`src/rtl/mem_arbiter_if.sv`:
```
// Bundle of the I-cache, D-cache and memory-side signals around mem_arbiter.
// slave: arbiter view; master: caches + memory model view.
interface mem_arbiter_if #(
  parameter int ADDR_W = 28,
  parameter int DATA_W = 128,
  parameter int CNT_W  = 16
);
  logic              mem_read_I;
  logic              mem_write_I;
  logic [ADDR_W-1:0] mem_addr_I;
  logic [DATA_W-1:0] mem_wdata_I;
  logic [DATA_W-1:0] mem_rdata_I;
  logic              mem_ready_I;

  logic              mem_read_D;
  logic              mem_write_D;
  logic [ADDR_W-1:0] mem_addr_D;
  logic [DATA_W-1:0] mem_wdata_D;
  logic [DATA_W-1:0] mem_rdata_D;
  logic              mem_ready_D;

  logic              mem_read;
  logic              mem_write;
  logic [ADDR_W-1:0] mem_addr;
  logic [DATA_W-1:0] mem_wdata;
  logic [DATA_W-1:0] mem_rdata;
  logic              mem_ready;

  logic [CNT_W-1:0]  cnt_I;
  logic [CNT_W-1:0]  cnt_D;
  logic              proto_err;
  logic              timeout_err;

  modport slave (
    input  mem_read_I, mem_write_I, mem_addr_I, mem_wdata_I,
    input  mem_read_D, mem_write_D, mem_addr_D, mem_wdata_D,
    input  mem_rdata, mem_ready,
    output mem_rdata_I, mem_ready_I, mem_rdata_D, mem_ready_D,
    output mem_read, mem_write, mem_addr, mem_wdata,
    output cnt_I, cnt_D, proto_err, timeout_err
  );

  modport master (
    output mem_read_I, mem_write_I, mem_addr_I, mem_wdata_I,
    output mem_read_D, mem_write_D, mem_addr_D, mem_wdata_D,
    output mem_rdata, mem_ready,
    input  mem_rdata_I, mem_ready_I, mem_rdata_D, mem_ready_D,
    input  mem_read, mem_write, mem_addr, mem_wdata,
    input  cnt_I, cnt_D, proto_err, timeout_err
  );
endinterface

```
`src/rtl/mem_arbiter.sv`:
```
// Round-robin arbiter sharing one memory port between I- and D-cache; grant one cycle
// after request, request held by the cache until its ready pulse, one RELEASE gap per transaction.
module mem_arbiter #(
  parameter int ADDR_W  = 28,
  parameter int DATA_W  = 128,
  parameter int CNT_W   = 16,
  parameter int TIMEOUT = 1023
) (
  input  logic         clk,
  input  logic         rst,
  mem_arbiter_if.slave bus
);

  typedef enum logic [1:0] {IDLE, BUSY_I, BUSY_D, RELEASE} state_t;

  localparam int WAIT_W = $clog2(TIMEOUT + 1);
  localparam logic [WAIT_W-1:0] WAIT_MAX  = WAIT_W'(TIMEOUT);
  localparam logic [WAIT_W-1:0] WAIT_LAST = WAIT_W'(TIMEOUT - 1);

  state_t            state_q, state_d;
  logic              last_q, last_d;      // 1: D was granted last
  logic [WAIT_W-1:0] wait_q, wait_d;
  logic [CNT_W-1:0]  cnt_i_q, cnt_i_d;
  logic [CNT_W-1:0]  cnt_d_q, cnt_d_d;
  logic              perr_q, perr_d;
  logic              terr_q, terr_d;

  logic req_i, req_d, busy, sel_d, g_read, g_write;

  assign req_i   = bus.mem_read_I | bus.mem_write_I;
  assign req_d   = bus.mem_read_D | bus.mem_write_D;
  assign busy    = (state_q == BUSY_I) || (state_q == BUSY_D);
  assign sel_d   = (state_q == BUSY_D);
  assign g_read  = sel_d ? bus.mem_read_D  : bus.mem_read_I;
  assign g_write = sel_d ? bus.mem_write_D : bus.mem_write_I;

  // A client raising read and write together gets a write only.
  assign bus.mem_read  = busy & g_read & ~g_write;
  assign bus.mem_write = busy & g_write;
  assign bus.mem_addr  = busy ? (sel_d ? bus.mem_addr_D  : bus.mem_addr_I)  : '0;
  assign bus.mem_wdata = busy ? (sel_d ? bus.mem_wdata_D : bus.mem_wdata_I) : '0;

  assign bus.mem_ready_I = (state_q == BUSY_I) & bus.mem_ready;
  assign bus.mem_ready_D = (state_q == BUSY_D) & bus.mem_ready;
  assign bus.mem_rdata_I = (state_q == BUSY_I) ? bus.mem_rdata : '0;
  assign bus.mem_rdata_D = (state_q == BUSY_D) ? bus.mem_rdata : '0;

  assign bus.cnt_I       = cnt_i_q;
  assign bus.cnt_D       = cnt_d_q;
  assign bus.proto_err   = perr_q;
  assign bus.timeout_err = terr_q;

  always_comb begin
    state_d = state_q;
    last_d  = last_q;
    wait_d  = wait_q;
    cnt_i_d = cnt_i_q;
    cnt_d_d = cnt_d_q;
    perr_d  = perr_q;
    terr_d  = terr_q;
    case (state_q)
      IDLE: begin
        wait_d = '0;
        if (req_i && (!req_d || last_q)) begin
          state_d = BUSY_I;
          last_d  = 1'b0;
        end else if (req_d) begin
          state_d = BUSY_D;
          last_d  = 1'b1;
        end
      end
      BUSY_I, BUSY_D: begin
        if (g_read && g_write) perr_d = 1'b1;
        if (wait_q != WAIT_MAX) wait_d = wait_q + 1'b1;
        // Flag only; the transaction keeps waiting for memory.
        if (wait_q >= WAIT_LAST) terr_d = 1'b1;
        if (bus.mem_ready) begin
          state_d = RELEASE;
          if (sel_d) begin
            if (cnt_d_q != '1) cnt_d_d = cnt_d_q + 1'b1;
          end else begin
            if (cnt_i_q != '1) cnt_i_d = cnt_i_q + 1'b1;
          end
        end else if (!(g_read || g_write)) begin
          state_d = RELEASE;
        end
      end
      RELEASE: state_d = IDLE;
      default: state_d = IDLE;
    endcase
  end

  always_ff @(posedge clk) begin
    if (rst) begin
      state_q <= IDLE;
      last_q  <= 1'b0;
      wait_q  <= '0;
      cnt_i_q <= '0;
      cnt_d_q <= '0;
      perr_q  <= 1'b0;
      terr_q  <= 1'b0;
    end else begin
      state_q <= state_d;
      last_q  <= last_d;
      wait_q  <= wait_d;
      cnt_i_q <= cnt_i_d;
      cnt_d_q <= cnt_d_d;
      perr_q  <= perr_d;
      terr_q  <= terr_d;
    end
  end

endmodule
```
`src/flat_wrapper.sv`:
```
// flat-port wrapper written by rule: the top's interface ports become plain ports
module mem_arbiter_flat 
#(
  parameter int ADDR_W  = 28,
  parameter int DATA_W  = 128,
  parameter int CNT_W   = 16,
  parameter int TIMEOUT = 1023
)
  (clk, rst, bus_mem_read_I, bus_mem_write_I, bus_mem_addr_I, bus_mem_wdata_I, bus_mem_read_D, bus_mem_write_D, bus_mem_addr_D, bus_mem_wdata_D, bus_mem_rdata, bus_mem_ready, bus_mem_rdata_I, bus_mem_ready_I, bus_mem_rdata_D, bus_mem_ready_D, bus_mem_read, bus_mem_write, bus_mem_addr, bus_mem_wdata, bus_cnt_I, bus_cnt_D, bus_proto_err, bus_timeout_err);
  mem_arbiter_if #(.ADDR_W(ADDR_W), .DATA_W(DATA_W), .CNT_W(CNT_W)) bus_i ();
  input  logic clk;
  input  logic rst;
  input wire logic [$bits(bus_i.mem_read_I)-1:0] bus_mem_read_I;
  input wire logic [$bits(bus_i.mem_write_I)-1:0] bus_mem_write_I;
  input wire logic [$bits(bus_i.mem_addr_I)-1:0] bus_mem_addr_I;
  input wire logic [$bits(bus_i.mem_wdata_I)-1:0] bus_mem_wdata_I;
  input wire logic [$bits(bus_i.mem_read_D)-1:0] bus_mem_read_D;
  input wire logic [$bits(bus_i.mem_write_D)-1:0] bus_mem_write_D;
  input wire logic [$bits(bus_i.mem_addr_D)-1:0] bus_mem_addr_D;
  input wire logic [$bits(bus_i.mem_wdata_D)-1:0] bus_mem_wdata_D;
  input wire logic [$bits(bus_i.mem_rdata)-1:0] bus_mem_rdata;
  input wire logic [$bits(bus_i.mem_ready)-1:0] bus_mem_ready;
  output wire logic [$bits(bus_i.mem_rdata_I)-1:0] bus_mem_rdata_I;
  output wire logic [$bits(bus_i.mem_ready_I)-1:0] bus_mem_ready_I;
  output wire logic [$bits(bus_i.mem_rdata_D)-1:0] bus_mem_rdata_D;
  output wire logic [$bits(bus_i.mem_ready_D)-1:0] bus_mem_ready_D;
  output wire logic [$bits(bus_i.mem_read)-1:0] bus_mem_read;
  output wire logic [$bits(bus_i.mem_write)-1:0] bus_mem_write;
  output wire logic [$bits(bus_i.mem_addr)-1:0] bus_mem_addr;
  output wire logic [$bits(bus_i.mem_wdata)-1:0] bus_mem_wdata;
  output wire logic [$bits(bus_i.cnt_I)-1:0] bus_cnt_I;
  output wire logic [$bits(bus_i.cnt_D)-1:0] bus_cnt_D;
  output wire logic [$bits(bus_i.proto_err)-1:0] bus_proto_err;
  output wire logic [$bits(bus_i.timeout_err)-1:0] bus_timeout_err;
  assign bus_i.mem_read_I = bus_mem_read_I;
  assign bus_i.mem_write_I = bus_mem_write_I;
  assign bus_i.mem_addr_I = bus_mem_addr_I;
  assign bus_i.mem_wdata_I = bus_mem_wdata_I;
  assign bus_i.mem_read_D = bus_mem_read_D;
  assign bus_i.mem_write_D = bus_mem_write_D;
  assign bus_i.mem_addr_D = bus_mem_addr_D;
  assign bus_i.mem_wdata_D = bus_mem_wdata_D;
  assign bus_i.mem_rdata = bus_mem_rdata;
  assign bus_i.mem_ready = bus_mem_ready;
  assign bus_mem_rdata_I = bus_i.mem_rdata_I;
  assign bus_mem_ready_I = bus_i.mem_ready_I;
  assign bus_mem_rdata_D = bus_i.mem_rdata_D;
  assign bus_mem_ready_D = bus_i.mem_ready_D;
  assign bus_mem_read = bus_i.mem_read;
  assign bus_mem_write = bus_i.mem_write;
  assign bus_mem_addr = bus_i.mem_addr;
  assign bus_mem_wdata = bus_i.mem_wdata;
  assign bus_cnt_I = bus_i.cnt_I;
  assign bus_cnt_D = bus_i.cnt_D;
  assign bus_proto_err = bus_i.proto_err;
  assign bus_timeout_err = bus_i.timeout_err;
  mem_arbiter #(.ADDR_W(ADDR_W), .DATA_W(DATA_W), .CNT_W(CNT_W), .TIMEOUT(TIMEOUT)) u_core (.clk(clk), .rst(rst), .bus(bus_i));
endmodule
```
`config.mk`:
```
export PLATFORM = sky130hd
export DESIGN_NAME = mem_arbiter_flat
export DESIGN_NICKNAME = d
export VERILOG_FILES = /design/src/rtl/mem_arbiter_if.sv /design/src/rtl/mem_arbiter.sv /design/src/flat_wrapper.sv
export SDC_FILE = /design/constraint.sdc
export NUM_CORES = 1
export LEC_CHECK = 0
export CORE_AREA = 2 2 350 352
export CTS_BUF_LIST = sky130_fd_sc_hd__clkbuf_16
export CTS_CLUSTER_SIZE = 40
export DETAILED_ROUTE_END_ITERATION = 8
export DIE_AREA = 0 0 352 354
export DONT_BUFFER_PORTS = 1
export GPL_ROUTABILITY_DRIVEN = 0
export PLACE_DENSITY = 0.3
export SLEW_MARGIN = 20
export SYNTH_ARGS = -nofsm -noshare
export SYNTH_HDL_FRONTEND = slang
export SYNTH_SLANG_ARGS = --single-unit
```
`constraint.sdc`:
```
create_clock -name clk -period 3.3 [get_ports clk]
set_input_delay 0.825 -clock clk [delete_from_list [all_inputs] [get_ports clk]]
set_output_delay 0.825 -clock clk [all_outputs]
set_load 0.02 [all_outputs]
```
Word-level counts from Yosys, hierarchy flattened
Index checks and enable logic that the tools add are counted.

Bits of input ports: 447. Bits in registers: 47. Output and inout port bits: 450. Logic and storage cells: 63.

Bitwise operators: 9. Reductions and logical operators: 17. Eq/ne operators: 9. $lt $le $gt $ge: 1. $add $sub $neg: 3. Mux-type cells: 17.

Operators with widths (number): $mux W128 (4); $mux W28 (2); $add A16 B1 Y16 const B (2); $ne A16 B16 Y1 const B (2); $pmux W10 S2 (1); $add A10 B1 Y10 const B (1); $ge A10 B10 Y1 const B (1); $mux W10 (1); $ne A10 B10 Y1 const B (1); $reduce_and A2 Y1 (5); $mux W2 (4); $reduce_and A4 Y1 (2); $pmux W2 S3 (1); $and A1 B1 Y1 (5); $eq A2 B2 Y1 const B (2); $mux W1 (4); $reduce_bool A2 Y1 (2); $logic_or A1 B1 Y1 (3); $ne A3 B1 Y1 const B (1); $ne A3 B3 Y1 const B (1); $eq A2 B1 Y1 const B (1); $logic_and A1 B1 Y1 (2); $logic_not A2 Y1 (1); $ne A2 B1 Y1 const B (1); other kinds (4) (6).

Logic depth before layout (Yosys ltp)
Word-level depth: 6. Gate-level depth with buffers: 9. Mapped depth without buffers: 6.

Worst setup path before layout
OpenSTA, ideal clock, no wires.

Kind: reg-to-output. Start: register u_core.state_q[0]. End: output port bus_mem_addr[10]. Data required time: 2.475 ns. Arrival: 1.915 ns. Stages on the path, launching flop included: 9. Setup slack: 0.560 ns. Cell sequence: dfxtp_1 inv_1 ha_1 buf_2 inv_2 clkbuf_1 buf_1 buf_1 nor2_1.

Longest elaborated chain between the ends: 3. Elaborated cells on any way between the ends: 5. Classes of those cells: 2 x eq/ne; 2 x mux; 1 x reduce/logical.

Ends and longest elaborated chain: from (decl) (RTL line mem_arbiter.sv:20) `state_t state_q, state_d;`; from (signal assigned) (RTL line mem_arbiter.sv:103) `state_q <= state_d;`; $eq A2 B2 Y1 / $eq A2 B1 Y1 (equally long branches) (RTL line mem_arbiter.sv:32, mem_arbiter.sv:33); $mux W28 / $logic_or A1 B1 Y1 (equally long branches) (RTL line mem_arbiter.sv:40, mem_arbiter.sv:32); $mux W28 * (RTL line mem_arbiter.sv:40) `assign bus.mem_addr = busy ? (sel_d ? bus.mem_addr_D : bus.mem_addr_I) : '0;`; to (decl) (RTL line flat_wrapper.sv:29) `output wire logic [$bits(bus_i.mem_addr)-1:0] bus_mem_addr;`.

Mark *: on every way between the ends. The rest lies on a longest branch, timed or not.

Worst setup path after layout
Start: register u_core.state_q[0]. End: output port bus_mem_wdata[42].

Longest elaborated chain between the ends: 3. Elaborated cells on any way between the ends: 5. Classes of those cells: 2 x eq/ne; 2 x mux; 1 x reduce/logical.

Ends and longest elaborated chain: $eq A2 B2 Y1 / $eq A2 B1 Y1 (equally long branches) (RTL line mem_arbiter.sv:32, mem_arbiter.sv:33); $mux W128 / $logic_or A1 B1 Y1 (equally long branches) (RTL line mem_arbiter.sv:41, mem_arbiter.sv:32); $mux W128 * (RTL line mem_arbiter.sv:41) `assign bus.mem_wdata = busy ? (sel_d ? bus.mem_wdata_D : bus.mem_wdata_I) : '0;`; to (decl) (RTL line flat_wrapper.sv:30) `output wire logic [$bits(bus_i.mem_wdata)-1:0] bus_mem_wdata;`.

Marked as above.

==> results.cfg <==
[worst_setup_path]
worstSetupStartpointType = flop
r2r_cells = 7
crit_fanout = 9
cp-end-kind = output pin
critPathRequiredTime_ns = 2.47
worstPathCellList = inv_1, ha_4, buf_4, mux2i_1, nor2_1, buf_4
cp.buffers_inverters = 3
worstReg2RegStart = u_core.state_q[0]
slowest_stage = mux2i_1
path_common_cell = buf_4
crit_start = u_core.state_q[0]
crit_type = reg -> out
path_delay_family = buffers and inverters
cp_num_cells = 6
critPathCapture = bus_mem_wdata[42]
critPathMaxStageDelay_ns = 0.56
r2r_end = u_core.bus.cnt_D[15]
worstPathArrival_ns = 2.33
r2r_slack_ns = 0.55

[sta]
period_needed_ns = 3.154
fin_skew_ns = 0.009120
hold_viol_final = 0
drv_slew = 0
timing.slew.headroom_pct = 53.53
fmax_mhz = 317.1
period_share_pct = 95.58
setup_viol = 0
whs_ns = 0.4943
rsz0062_at_grt = no
tightest_slew_ns = 0.6880

[finish]
layout_common_cells = and2_1 (259), buf_4 (187), nor2_1 (173)
fillCellCount = 14260
area_growth_pct = 55.35
fin_area_um2 = 10220
multiInputGateArea_um2 = 5386
final_nets = 1526
seqCellArea_um2 = 940.9
drive_gt1_share_pct = 21.90
final_core_util_pct = 8.449
final_common_cell = and2_1

[power]
leakagePower_nw = 3.566
pwr_density_cell_nw_per_um2 = 896.3
ir_worst_vdd_mv = 0.4016

[yosys]
ys_top_cells_by_area = and2_1 (25%), mux2i_1 (24%), dfxtp_1 (14%), nor2_1 (10%), clkbuf_1 (3.3%)
synth-edff-count = 0
ys_types = 53
synth_top_cell_area_share_pct = 24.64
postSynthAreaPerCell_um2 = 6.959
synth_top_area_cell = and2_1
ys_warn_count = 0
synth_area_um2 = 6576
ys_seq_area_share_pct = 14.31
synth_flop_cell = dfxtp_1
async_flop_share_pct = 0
synth-seq-cells = 47
syn_nets = 1399
syn_inst = 945

[worst_hold_path]
hp-class = reg -> reg

[detailed_routing]
wl_um = 66470
dr.pass1.iters = 5
vias = 7925
drc_errors = 0
wl_per_cell_um = 24.55
viasPerCell = 2.927
drt.antenna.violating_nets = 0
drt_iter0_drc = 450

[grt]
grt_max_degree = 103
track_usage_pct = 10.01
grt_pass1_vias = 7637
antenna_found_initial = 21
overflow = 0
grt_pass1_wl_um = 82820

[cts]
cts_max_path_buffers = 2
cts_buffers = 5
htree_levels = 2
clkTransAtPathRegs_ns = 0.08
cts_sinks = 47
hold_buffers = 0
cts_tree = yes
clk_latency_ns = 0.31
root_buffer = clkbuf_16

[floorplanning]
die_y_um = 354
die_w_um = 352
start_util_pct = 5.439
core_area_um2 = 120900
fp.dieArea_um2 = 124600
rows = 128
io_pins = 897

[place]
port_buffers = 0
dp_hpwl_um = 59950
post_dp_cell_area_um2 = 9931

[run_status]
outcome = complete, no violations

[flow_run]
drv_cap = 0
## per-layer routing
layer	GRT usage (%)	share of wire [%]	vias to the layer above	routed length, um
li1	-	-	3464	-
met1	11.53	39	3837	25840
met2	17.35	49	575	32670
met3	4.340	11	45	7250
met4	1.511	1.0	4	686
met5	0	0.048	-	32
## cells in the mapped netlist, types with 2 or more instances
| cell | number |
|---|---|
| nand3b_1 | 2 |
| a21oi_1 | 34 |
| nor2b_1 | 9 |
| nand3_1 | 22 |
| clkbuf_1 | 58 |
| o21ai_0 | 8 |
| or3_1 | 6 |
| mux2_1 | 7 |
| and2_1 | 259 |
| and4_1 | 4 |
| o31ai_1 | 16 |
| inv_1 | 10 |
| nand4_1 | 9 |
| a211oi_1 | 3 |
| mux2i_1 | 160 |
| nand2b_1 | 5 |
| nor4_1 | 4 |
| dfxtp_1 | 47 |
| o211ai_1 | 2 |
| nor2_1 | 175 |
| or3_2 | 2 |
| ha_1 | 7 |
| or4_1 | 13 |
| nor3_1 | 14 |
| and3_1 | 3 |
| o41ai_1 | 5 |
| nand2_1 | 17 |
| buf_2 | 8 |
| buf_1 | 12 |
## worst reg2reg max path: stages (launching register included)
cell and delay [ns]:
dfxtp_1 0.41, inv_1 0.11, ha_1 0.37, buf_4 0.24, nand3_1 0.27, or4_1 0.61, or4_1 0.51, a21oi_1 0.16
## how the worst min path moves through the flow
stage | startpoint | to | slack (ns) | cells after the start
floorplan | u_core.wait_q[9] | u_core.wait_q[9] | 0.45 | 2
global route | u_core.wait_q[9] | u_core.wait_q[9] | 0.53 | 2
global placement | u_core.wait_q[9] | u_core.wait_q[9] | 0.47 | 2
CTS | u_core.last_q | u_core.last_q | 0.49 | 2
finish | u_core.wait_q[9] | u_core.wait_q[9] | 0.49 | 2
detailed placement | u_core.last_q | u_core.last_q | 0.48 | 2
## registers in the layout, indices dropped and copies added (netlist names)
name	cells
u_core.bus.cnt_D	16
u_core.bus.cnt_I	16
u_core.bus.proto_err	1
u_core.bus.timeout_err	1
u_core.last_q	1
u_core.state_q	2
u_core.wait_q	10
## final cells by class
type | count | share of cell area [%]
diodes | 10 | 0.2449
clock buffers | 5 | 1.225
clock inverters | 3 | 0.2694
inverters | 11 | 0.4532
multi-input cells | 809 | 52.73
flip-flops and latches | 47 | 9.210
well taps | 1625 | 19.90
repair buffers | 198 | 15.97
## repair_timing
item                                    CTS  global route
endpoints found under the setup margin   24             0
resized for setup                        16             0
buffers inserted                          3             0
## cell families after synthesis
group	synth area share (%)
DFF	14.31
muxes	25.72
adders and majority gates	1.332
AOI/OAI and AO/OA	8.010
and+or+nand+nor	45.40
buffers and inverters	5.232
## metrics by stage
stage	worst slack, ns	setup TNS (ns)	total power [mW]	cells
finish	0.1460	0	9.157	2708
global route	0.03657	0	9.788	2705
CTS	0.05478	0	9.437	2698
detailed placement	-0.1315	-0.1315	8.665	2687
global placement	-0.1501	-0.1501	8.680	2687
floorplan	0.5605	0	5.296	945
## where the power goes
group          internal (mW)  switching (mW)  total (mW)
combinational           2.65            5.26        7.91
sequential             0.603          0.0631       0.666
clock                  0.291           0.290       0.580
Note: power is estimated with default switching activity, not from simulation.
